==> src/rtl/tl_ul_responder.sv <==
// rtl/tl_ul_responder.sv - TileLink-UL manager fronting a small word-addressed register window
module tl_ul_responder #(
  parameter logic [29:0] BASE       = 30'h0000_1000,
  parameter int          DEPTH_LOG2 = 4,
  parameter int          LATENCY    = 2
) (
  input  logic        clock,
  input  logic        reset,
  input  logic        a_valid,
  output logic        a_ready,
  input  logic [2:0]  a_opcode,
  input  logic [2:0]  a_param,
  input  logic [3:0]  a_size,
  input  logic [6:0]  a_source,
  input  logic [29:0] a_address,
  input  logic [3:0]  a_mask,
  input  logic [31:0] a_data,
  output logic        d_valid,
  input  logic        d_ready,
  output logic [2:0]  d_opcode,
  output logic [1:0]  d_param,
  output logic [3:0]  d_size,
  output logic [6:0]  d_source,
  output logic        d_denied,
  output logic        d_corrupt,
  output logic [31:0] d_data
);

  localparam int         TAG_LSB  = DEPTH_LOG2 + 2;
  localparam int         WORDS    = 1 << DEPTH_LOG2;
  localparam bit         HAS_WAIT = (LATENCY > 0);
  localparam logic [3:0] LAT_LOAD = HAS_WAIT ? 4'(LATENCY - 1) : 4'd0;

  typedef enum logic [1:0] {
    ST_IDLE = 2'd0,
    ST_WAIT = 2'd1,
    ST_RESP = 2'd2
  } state_t;

  state_t      r_state;
  state_t      w_state_nxt;
  logic [3:0]  r_cnt;
  logic [31:0] r_mem [WORDS];

  logic [2:0]  r_d_opcode;
  logic [3:0]  r_d_size;
  logic [6:0]  r_d_source;
  logic        r_d_denied;
  logic        r_d_corrupt;
  logic [31:0] r_d_data;

  logic                  w_a_fire;
  logic                  w_is_get;
  logic                  w_is_put;
  logic                  w_in_window;
  logic                  w_aligned;
  logic                  w_denied;
  logic                  w_wr_en;
  logic [DEPTH_LOG2-1:0] w_index;
  logic [31:0]           w_rd_word;
  logic                  w_unused_param;

  // a_param carries no meaning for a UL manager
  assign w_unused_param = ^a_param;

  // Request decode: classify opcode and apply window, size and alignment rules
  always_comb begin
    w_is_get    = (a_opcode == 3'd4);
    w_is_put    = (a_opcode == 3'd0) || (a_opcode == 3'd1);
    w_in_window = (a_address[29:TAG_LSB] == BASE[29:TAG_LSB]);
    w_aligned   = (a_size == 4'd0) ||
                  ((a_size == 4'd1) && !a_address[0]) ||
                  ((a_size == 4'd2) && (a_address[1:0] == 2'b00));
    w_denied    = !w_in_window || !w_aligned || !(w_is_get || w_is_put);
    w_index     = a_address[TAG_LSB-1:2];
    w_rd_word   = r_mem[w_index];
    w_a_fire    = a_valid && a_ready;
    w_wr_en     = w_a_fire && w_is_put && !w_denied;
  end

  // Next-state and handshake outputs; a_ready is gated by reset so a
  // request presented during reset is never accepted
  always_comb begin
    w_state_nxt = r_state;
    a_ready     = 1'b0;
    d_valid     = 1'b0;
    case (r_state)
      ST_IDLE: begin
        a_ready = !reset;
        if (a_valid && !reset) begin
          w_state_nxt = HAS_WAIT ? ST_WAIT : ST_RESP;
        end
      end
      ST_WAIT: begin
        if (r_cnt == 4'd0) begin
          w_state_nxt = ST_RESP;
        end
      end
      ST_RESP: begin
        d_valid = 1'b1;
        if (d_ready) begin
          w_state_nxt = ST_IDLE;
        end
      end
      default: w_state_nxt = ST_IDLE;
    endcase
  end

  // State register
  always_ff @(posedge clock) begin
    if (reset) begin
      r_state <= ST_IDLE;
    end else begin
      r_state <= w_state_nxt;
    end
  end

  // Wait counter: loaded when the request is taken, counts down to zero in WAIT
  always_ff @(posedge clock) begin
    if (reset) begin
      r_cnt <= 4'd0;
    end else if (w_a_fire) begin
      r_cnt <= LAT_LOAD;
    end else if ((r_state == ST_WAIT) && (r_cnt != 4'd0)) begin
      r_cnt <= r_cnt - 4'd1;
    end
  end

  // Response capture at A acceptance; the read sees the memory before this
  // request's own write, which is all prior writes since only one is in flight
  always_ff @(posedge clock) begin
    if (reset) begin
      r_d_opcode  <= 3'd0;
      r_d_size    <= 4'd0;
      r_d_source  <= 7'd0;
      r_d_denied  <= 1'b0;
      r_d_corrupt <= 1'b0;
      r_d_data    <= 32'd0;
    end else if (w_a_fire) begin
      r_d_opcode  <= w_is_get ? 3'd1 : 3'd0;
      r_d_size    <= a_size;
      r_d_source  <= a_source;
      r_d_denied  <= w_denied;
      r_d_corrupt <= w_is_get && w_denied;
      r_d_data    <= (w_is_get && !w_denied) ? w_rd_word : 32'd0;
    end
  end

  // Byte-lane writes for accepted Puts; storage is deliberately not reset
  always_ff @(posedge clock) begin
    for (int b = 0; b < 4; b++) begin
      if (w_wr_en && a_mask[b]) begin
        r_mem[w_index][8*b +: 8] <= a_data[8*b +: 8];
      end
    end
  end

  assign d_opcode  = r_d_opcode;
  assign d_param   = 2'b00;
  assign d_size    = r_d_size;
  assign d_source  = r_d_source;
  assign d_denied  = r_d_denied;
  assign d_corrupt = r_d_corrupt;
  assign d_data    = r_d_data;

endmodule
==> config.mk <==
export PLATFORM = sky130hd
export DESIGN_NAME = tl_ul_responder
export DESIGN_NICKNAME = d
export VERILOG_FILES = /design/src/rtl/tl_ul_responder.sv
export SDC_FILE = /design/constraint.sdc
export NUM_CORES = 1
export LEC_CHECK = 0
export CORE_MARGIN = 5
export CORE_UTILIZATION = 45
export CTS_BUF_LIST = sky130_fd_sc_hd__clkbuf_2
export DETAILED_ROUTE_END_ITERATION = 10
export PLACE_DENSITY = 0.61
export RECOVER_POWER = 100
export SETUP_SLACK_MARGIN = 0.5
export SLEW_MARGIN = 20
export SYNTH_ARGS = -nofsm -noshare
export SYNTH_HDL_FRONTEND = slang
export SYNTH_SLANG_ARGS = --single-unit
==> constraint.sdc <==
create_clock -name clock -period 5.9 [get_ports clock]
set_input_delay 0.885 -clock clock [delete_from_list [all_inputs] [get_ports clock]]
set_output_delay 0.885 -clock clock [all_outputs]
set_load 0.01 [all_outputs]
* Word level (Yosys, flattened, before mapping)
Memories as Yosys holds them, arrays and structs flattened.
Cells that the tools add are included.
** Storage, ports and cells
- Word-level logic and storage cells :: 73
- Memories kept :: 1
- Flip-flop bits (word level) :: 54
- Output and inout port bits :: 52
- Memory bits (writable) :: 512
- Bits of input ports :: 87
** Memories
- r_mem :: depth 16, bits a word 32, read ports 1, clocked after Yosys merged registers in 0, write ports 1, RTL line 43 : logic [31:0] r_mem [WORDS];
** Cells by class
- Reductions and logical operators :: 34
- Add/sub/neg operators :: 1
- Mux-type cells :: 18
- Equality and inequality tests :: 10
** Operators with widths (count)
- $mux 32 :: 1
- $eq 24x7->1 const B :: 1
- $logic_and 1x1->1 :: 13
- $mux 1 :: 13
- $logic_not 4->1 :: 2
- $logic_not 1->1 :: 6
- $logic_or 1x1->1 :: 6
- $mux 2 :: 3
- $ne 2x2->1 const B :: 3
- $pmux 2 s3 :: 1
- $eq 4x1->1 const B :: 1
- $eq 4x2->1 const B :: 1
- $logic_not 2->1 :: 2
- $reduce_bool 4->1 :: 1
- $sub 4x1->4 const B :: 1
- $eq 3x1->1 const B :: 1
- $eq 3x3->1 const B :: 1
- $logic_not 3->1 :: 1
- $reduce_and 3->1 :: 1
- $eq 2x1->1 const B :: 1
- $eq 2x2->1 const B :: 1
- $reduce_bool 2->1 :: 1
- $reduce_or 2->1 :: 1

* Depth between registers and ports, before layout
- Word-level depth :: 12
- Mapped depth :: 8
- Depth with buffers taken out :: 7

* Worst setup path before layout
No wires, ideal clock.
- Kind :: input-to-reg
- Start point :: input a_address[20]
- End point :: memory r_mem[10][0] (enable)
- Path buffers :: 2
- Data required time :: 5517 ps
- Data arrival time :: 2684 ps
- Setup time :: 383 ps
- Setup slack :: 2833 ps
- Stages on the path :: 7
- Cell sequence :: nor4_1 nand3_1 nor4_4 nand3_2 buf_6 buf_6 nor3_1
** Between the ends
- Word-level cells in the longest chain between the ends :: 9
** Ends and longest elaborated chain
- from (decl) :: RTL line 15 : input logic [29:0] a_address,
- $eq 24x7->1 :: RTL line 70 : w_in_window = (a_address[29:TAG_LSB] == BASE[29:TAG_LSB]);
- $logic_not 1->1 :: RTL line 74 : w_denied = !w_in_window || !w_aligned || !(w_is_get || w_is_put);
- $logic_or 1x1->1 (2 in series) :: RTL line 74
- $logic_not 1->1 :: RTL line 78 : w_wr_en = w_a_fire && w_is_put && !w_denied;
- $logic_and 1x1->1 :: RTL line 78
- $logic_and 1x1->1 :: RTL line 152 : if (w_wr_en && a_mask[b]) begin
- $mux 1 :: RTL line 152
- $mux 1 (not written as such) :: RTL line 153 : r_mem[w_index][8*b +: 8] <= a_data[8*b +: 8];
- to (decl) :: RTL line 43
Every way passes these cells.

* Final worst setup path
- Start point :: register r_state[0]
- End point :: register r_d_data[2] (netlist: d_data[2])
** Between the ends
- Word-level cells in the longest chain between the ends :: 3
** Ends and longest elaborated chain
- from (decl) :: RTL line 40 : state_t r_state;
- from (signal assigned) :: RTL line 114 : r_state <= w_state_nxt;
- $logic_not 2->1 :: RTL line 87 : case (r_state)
- $mux 1 :: RTL line 87
- $logic_and 1x1->1 :: RTL line 77 : w_a_fire = a_valid && a_ready;
- to (signal assigned) :: RTL line 145 : r_d_data <= (w_is_get && !w_denied) ? w_rd_word : 32'd0;
- to (decl) :: RTL line 50 : logic [31:0] r_d_data;
Every way passes these cells.
A chain may end at the register's enable or synchronous reset.

==> impl_metrics.toml <==
[pwr]
switching_power_w = 0.001821
power_switching_share_pct = 24.24
power.share.clock_pct = 36.0
internal_power_w = 0.005691
total_leakage_power_nw = 9.164
p_comb_share_pct = 5.9
p_per_area_nw_per_um2 = 291.5
power.ir.vdd_worst_mv = 0.1243
seqPwrFrac_pct = 58.1

[drt]
number_of_remaining_drc_errors = 0
first_iter_violations = 1025
drt_pre_antenna_iters = 7
final_antenna_net_count = 0
finalWirelength_mm = 54.14
vias_per_cell = 5.465
vias = 13240
routed_wire_length_per_instance_um = 22.35

[final_layout]
synthToLayoutAreaGrowth_pct = 14.70
mostFrequentLayoutCell = "sky130_fd_sc_hd__edfxtp_1"
multi_input_area_sq_um = 5484
finish.net_count = 1734
drive_above_1_share_pct = 18.92
layout_common_cells = "sky130_fd_sc_hd__edfxtp_1 (512), sky130_fd_sc_hd__clkbuf_2 (221), sky130_fd_sc_hd__mux2i_1 (189), sky130_fd_sc_hd__nand2_1 (111), sky130_fd_sc_hd__dlygate4sd3_1 (84)"
layout.filler_cells = 4179
area_used_by_sequential_logic_in_the_layout_sq_um = 16420

[timing]
sum_neg_setup_slack_ps = 0
finalHoldViolCount = 0
post-route-period-util_pct = 70.01
achievable_freq_mhz = 242.1
drv_slew = 76
max_slew.worst_pin.slew_ps = 3067
rsz0062_at_grt = "no"
post-route-min-period_ps = 4130
worst_slack_ps = 1770
timing.slew.headroom_pct = -104.4
setup_viol_count_final = 0
skew_ps = 61.15

[yosys]
syn-instance-count = 1389
synth_top_area_share_pct = 68.43
synth_seq_cells = 564
synth.yosys.seq_area_share_pct = 73.07
syn_avg_cell_area_sq_um = 16.17
netlist_area_sq_um = 22470
ys_dominant_reg_cell = "sky130_fd_sc_hd__edfxtp_1"
yosysWarningCount = 0
ys_types = 43
synth.area.top_cells = "sky130_fd_sc_hd__edfxtp_1 (68%), sky130_fd_sc_hd__mux2i_1 (8.4%), sky130_fd_sc_hd__dfxtp_1 (4.6%)"
post-synth-top-area-cell = "sky130_fd_sc_hd__edfxtp_1"
ys_async_sr_fraction_pct = 0
synth-edff-count = 512

[clock_network]
clockRootBuffer = "sky130_fd_sc_hd__clkbuf_2"
clkTransAtPathRegs_ps = 100
cts_resized = 0
tritoncts = "done"
cts.sinks = 564
number_of_buffers_created_by_cts = 143
htree_levels = 4
clock_path_buffers = 3
clock_latency_reported_for_the_late_side_of_the_worst_skew_pair_ps = 1270

[global_routing]
grt_max_degree = 69
wire_length_of_the_first_global_routing_pass_mm = 80.89
globalRoute.totalOverflow = 0
first_global_vias = 13820
grt_antenna_before_repair = 2
gr-usage-all-layers_pct = 19.89

[floorplan]
design.core.area_sq_um = 49150
core.rowCount = 81
fp.dieArea_sq_um = 54490
floorplan.initialDensity_pct = 45.71
floorplan.die.width_um = 233.4
dieHeight_um = 233.4
io_pins = 139

[setup_path]
timing.setup.critical_path_class = "reg2reg"
cp_data_arrival_time_ps = 5260
worst-r2r-cell-count = 6
worst-path-max-fanout = 35
cp-start-kind = "flip-flop"
cp-end-kind = "flip-flop"
timing.critical_path.required_ps = 7030

[flow_run]
timing.max_cap.violations = 3

[placement]
post-place-ws_ps = 1709
detailedPlacementHpwl_mm = 32.57
gp_routability_congestion = 0.7676
portBuffers = 131

[min_path]
timing.hold.worst_path_depth = 3
worst_hold_path_type = "in2reg"

[run_status]
violations = "max-capacitance violations, max-slew violations"
outcome = "complete, but fails checks"
cells by family after synthesis:
| logic type | count (synthesis) | share of synthesized area, % |
|---|---|---|
| adders and majority gates | 1 | 0.05568 |
| and+or+nand+nor | 259 | 5.920 |
| other | 1 | 0.01669 |
| xor gates and xnor gates | 3 | 0.1170 |
| AOI/OAI and AO/OA | 202 | 6.772 |
| DFF | 564 | 73.07 |
| muxes | 256 | 11.78 |
| buffers and inverters | 103 | 2.272 |
worst max-delay path: stages (launching register included):
cell                       delay [ps]
sky130_fd_sc_hd__dfxtp_1          410
sky130_fd_sc_hd__nor2_1            80
sky130_fd_sc_hd__a21oi_1         2270
sky130_fd_sc_hd__buf_4            650
sky130_fd_sc_hd__nand2_1          130
sky130_fd_sc_hd__and3_1           180
sky130_fd_sc_hd__a221oi_1         210
repair_timing:
action,CTS,global route
buffers inserted,0,0
hold buffers,3,0
hold endpoints to repair,3,0
cells in the mapped netlist (2+ instances only):
| master | number |
|---|---|
| sky130_fd_sc_hd__dfxtp_1 | 52 |
| sky130_fd_sc_hd__buf_6 | 8 |
| sky130_fd_sc_hd__nand3_1 | 5 |
| sky130_fd_sc_hd__clkbuf_1 | 51 |
| sky130_fd_sc_hd__a221oi_2 | 9 |
| sky130_fd_sc_hd__a22oi_1 | 64 |
| sky130_fd_sc_hd__nor3_2 | 6 |
| sky130_fd_sc_hd__nand2_2 | 2 |
| sky130_fd_sc_hd__nand3b_1 | 13 |
| sky130_fd_sc_hd__inv_1 | 5 |
| sky130_fd_sc_hd__nor2b_1 | 9 |
| sky130_fd_sc_hd__edfxtp_1 | 512 |
| sky130_fd_sc_hd__nand2_1 | 109 |
| sky130_fd_sc_hd__buf_1 | 2 |
| sky130_fd_sc_hd__and3_1 | 31 |
| sky130_fd_sc_hd__xor2_1 | 2 |
| sky130_fd_sc_hd__buf_4 | 7 |
| sky130_fd_sc_hd__mux2i_1 | 189 |
| sky130_fd_sc_hd__mux2_2 | 67 |
| sky130_fd_sc_hd__nor3_1 | 60 |
| sky130_fd_sc_hd__a21oi_1 | 37 |
| sky130_fd_sc_hd__nor3b_1 | 2 |
| sky130_fd_sc_hd__o21ai_0 | 3 |
| sky130_fd_sc_hd__o22ai_1 | 30 |
| sky130_fd_sc_hd__nand2b_1 | 2 |
| sky130_fd_sc_hd__nor4_1 | 6 |
| sky130_fd_sc_hd__and2_1 | 2 |
| sky130_fd_sc_hd__buf_2 | 30 |
| sky130_fd_sc_hd__a221oi_1 | 55 |
| sky130_fd_sc_hd__nor2_1 | 6 |
path summary, 6_finish.rpt:
path | startpoint | endpoint | slack [ps]
min reg2reg | d_opcode[0] | d_opcode[0] | 440
max reg2reg | r_state[0] | d_data[2] | 1770
max | r_state[0] | d_data[2] | 1770
min | a_source[4] | d_source[4] | 160
power by group through the flow:
stage	sequential, W	combinational (W)	clock [W]
after CTS	0.00437	0.000460	0.00280
final	0.00436	0.000445	0.00270
after detailed placement	0.00446	0.000457	0
after global placement	0.00446	0.000449	0
after floorplan	0.00446	0.000240	0
after global routing	0.00437	0.000480	0.00302
per-layer routing:
metal	routed length, um	vias to the layer above	global-route usage (%)
met5	0	-	0
met4	902	0	6.331
met3	3453	67	5.749
met2	27130	399	32.90
met1	22660	6659	25.51
li1	-	6111	-
through the flow:
step,cells,area [sq um],utilization [%],total power [W],hold slack (ps)
after floorplan,1392,22480,-,0.004700,466.6
after global placement,2162,24710,50.27,0.004905,438.7
after detailed placement,2162,24710,50.27,0.004914,436.9
after CTS,2419,26080,53.06,0.007623,11.28
after global routing,2420,25760,52.42,0.007864,75.40
final,2422,25770,52.43,0.007512,162.2
state kept, by name, indices dropped and copies added (netlist names):
register,cells
d_opcode,1
d_data,32
d_size,4
d_corrupt,1
d_source,7
r_state,2
r_mem,512
r_cnt,4
d_denied,1
final cells by class:
cell class | count | area share [%]
clock buffers | 221 | 4.292
diodes | 3 | 0.02913
inverters | 5 | 0.07283
flip-flops and latches | 564 | 63.70
multi-input cells | 725 | 21.28
well taps | 664 | 3.224
repair buffers | 207 | 6.477
clock inverters | 33 | 0.9225
Note: power is estimated with default switching activity, not from simulation.
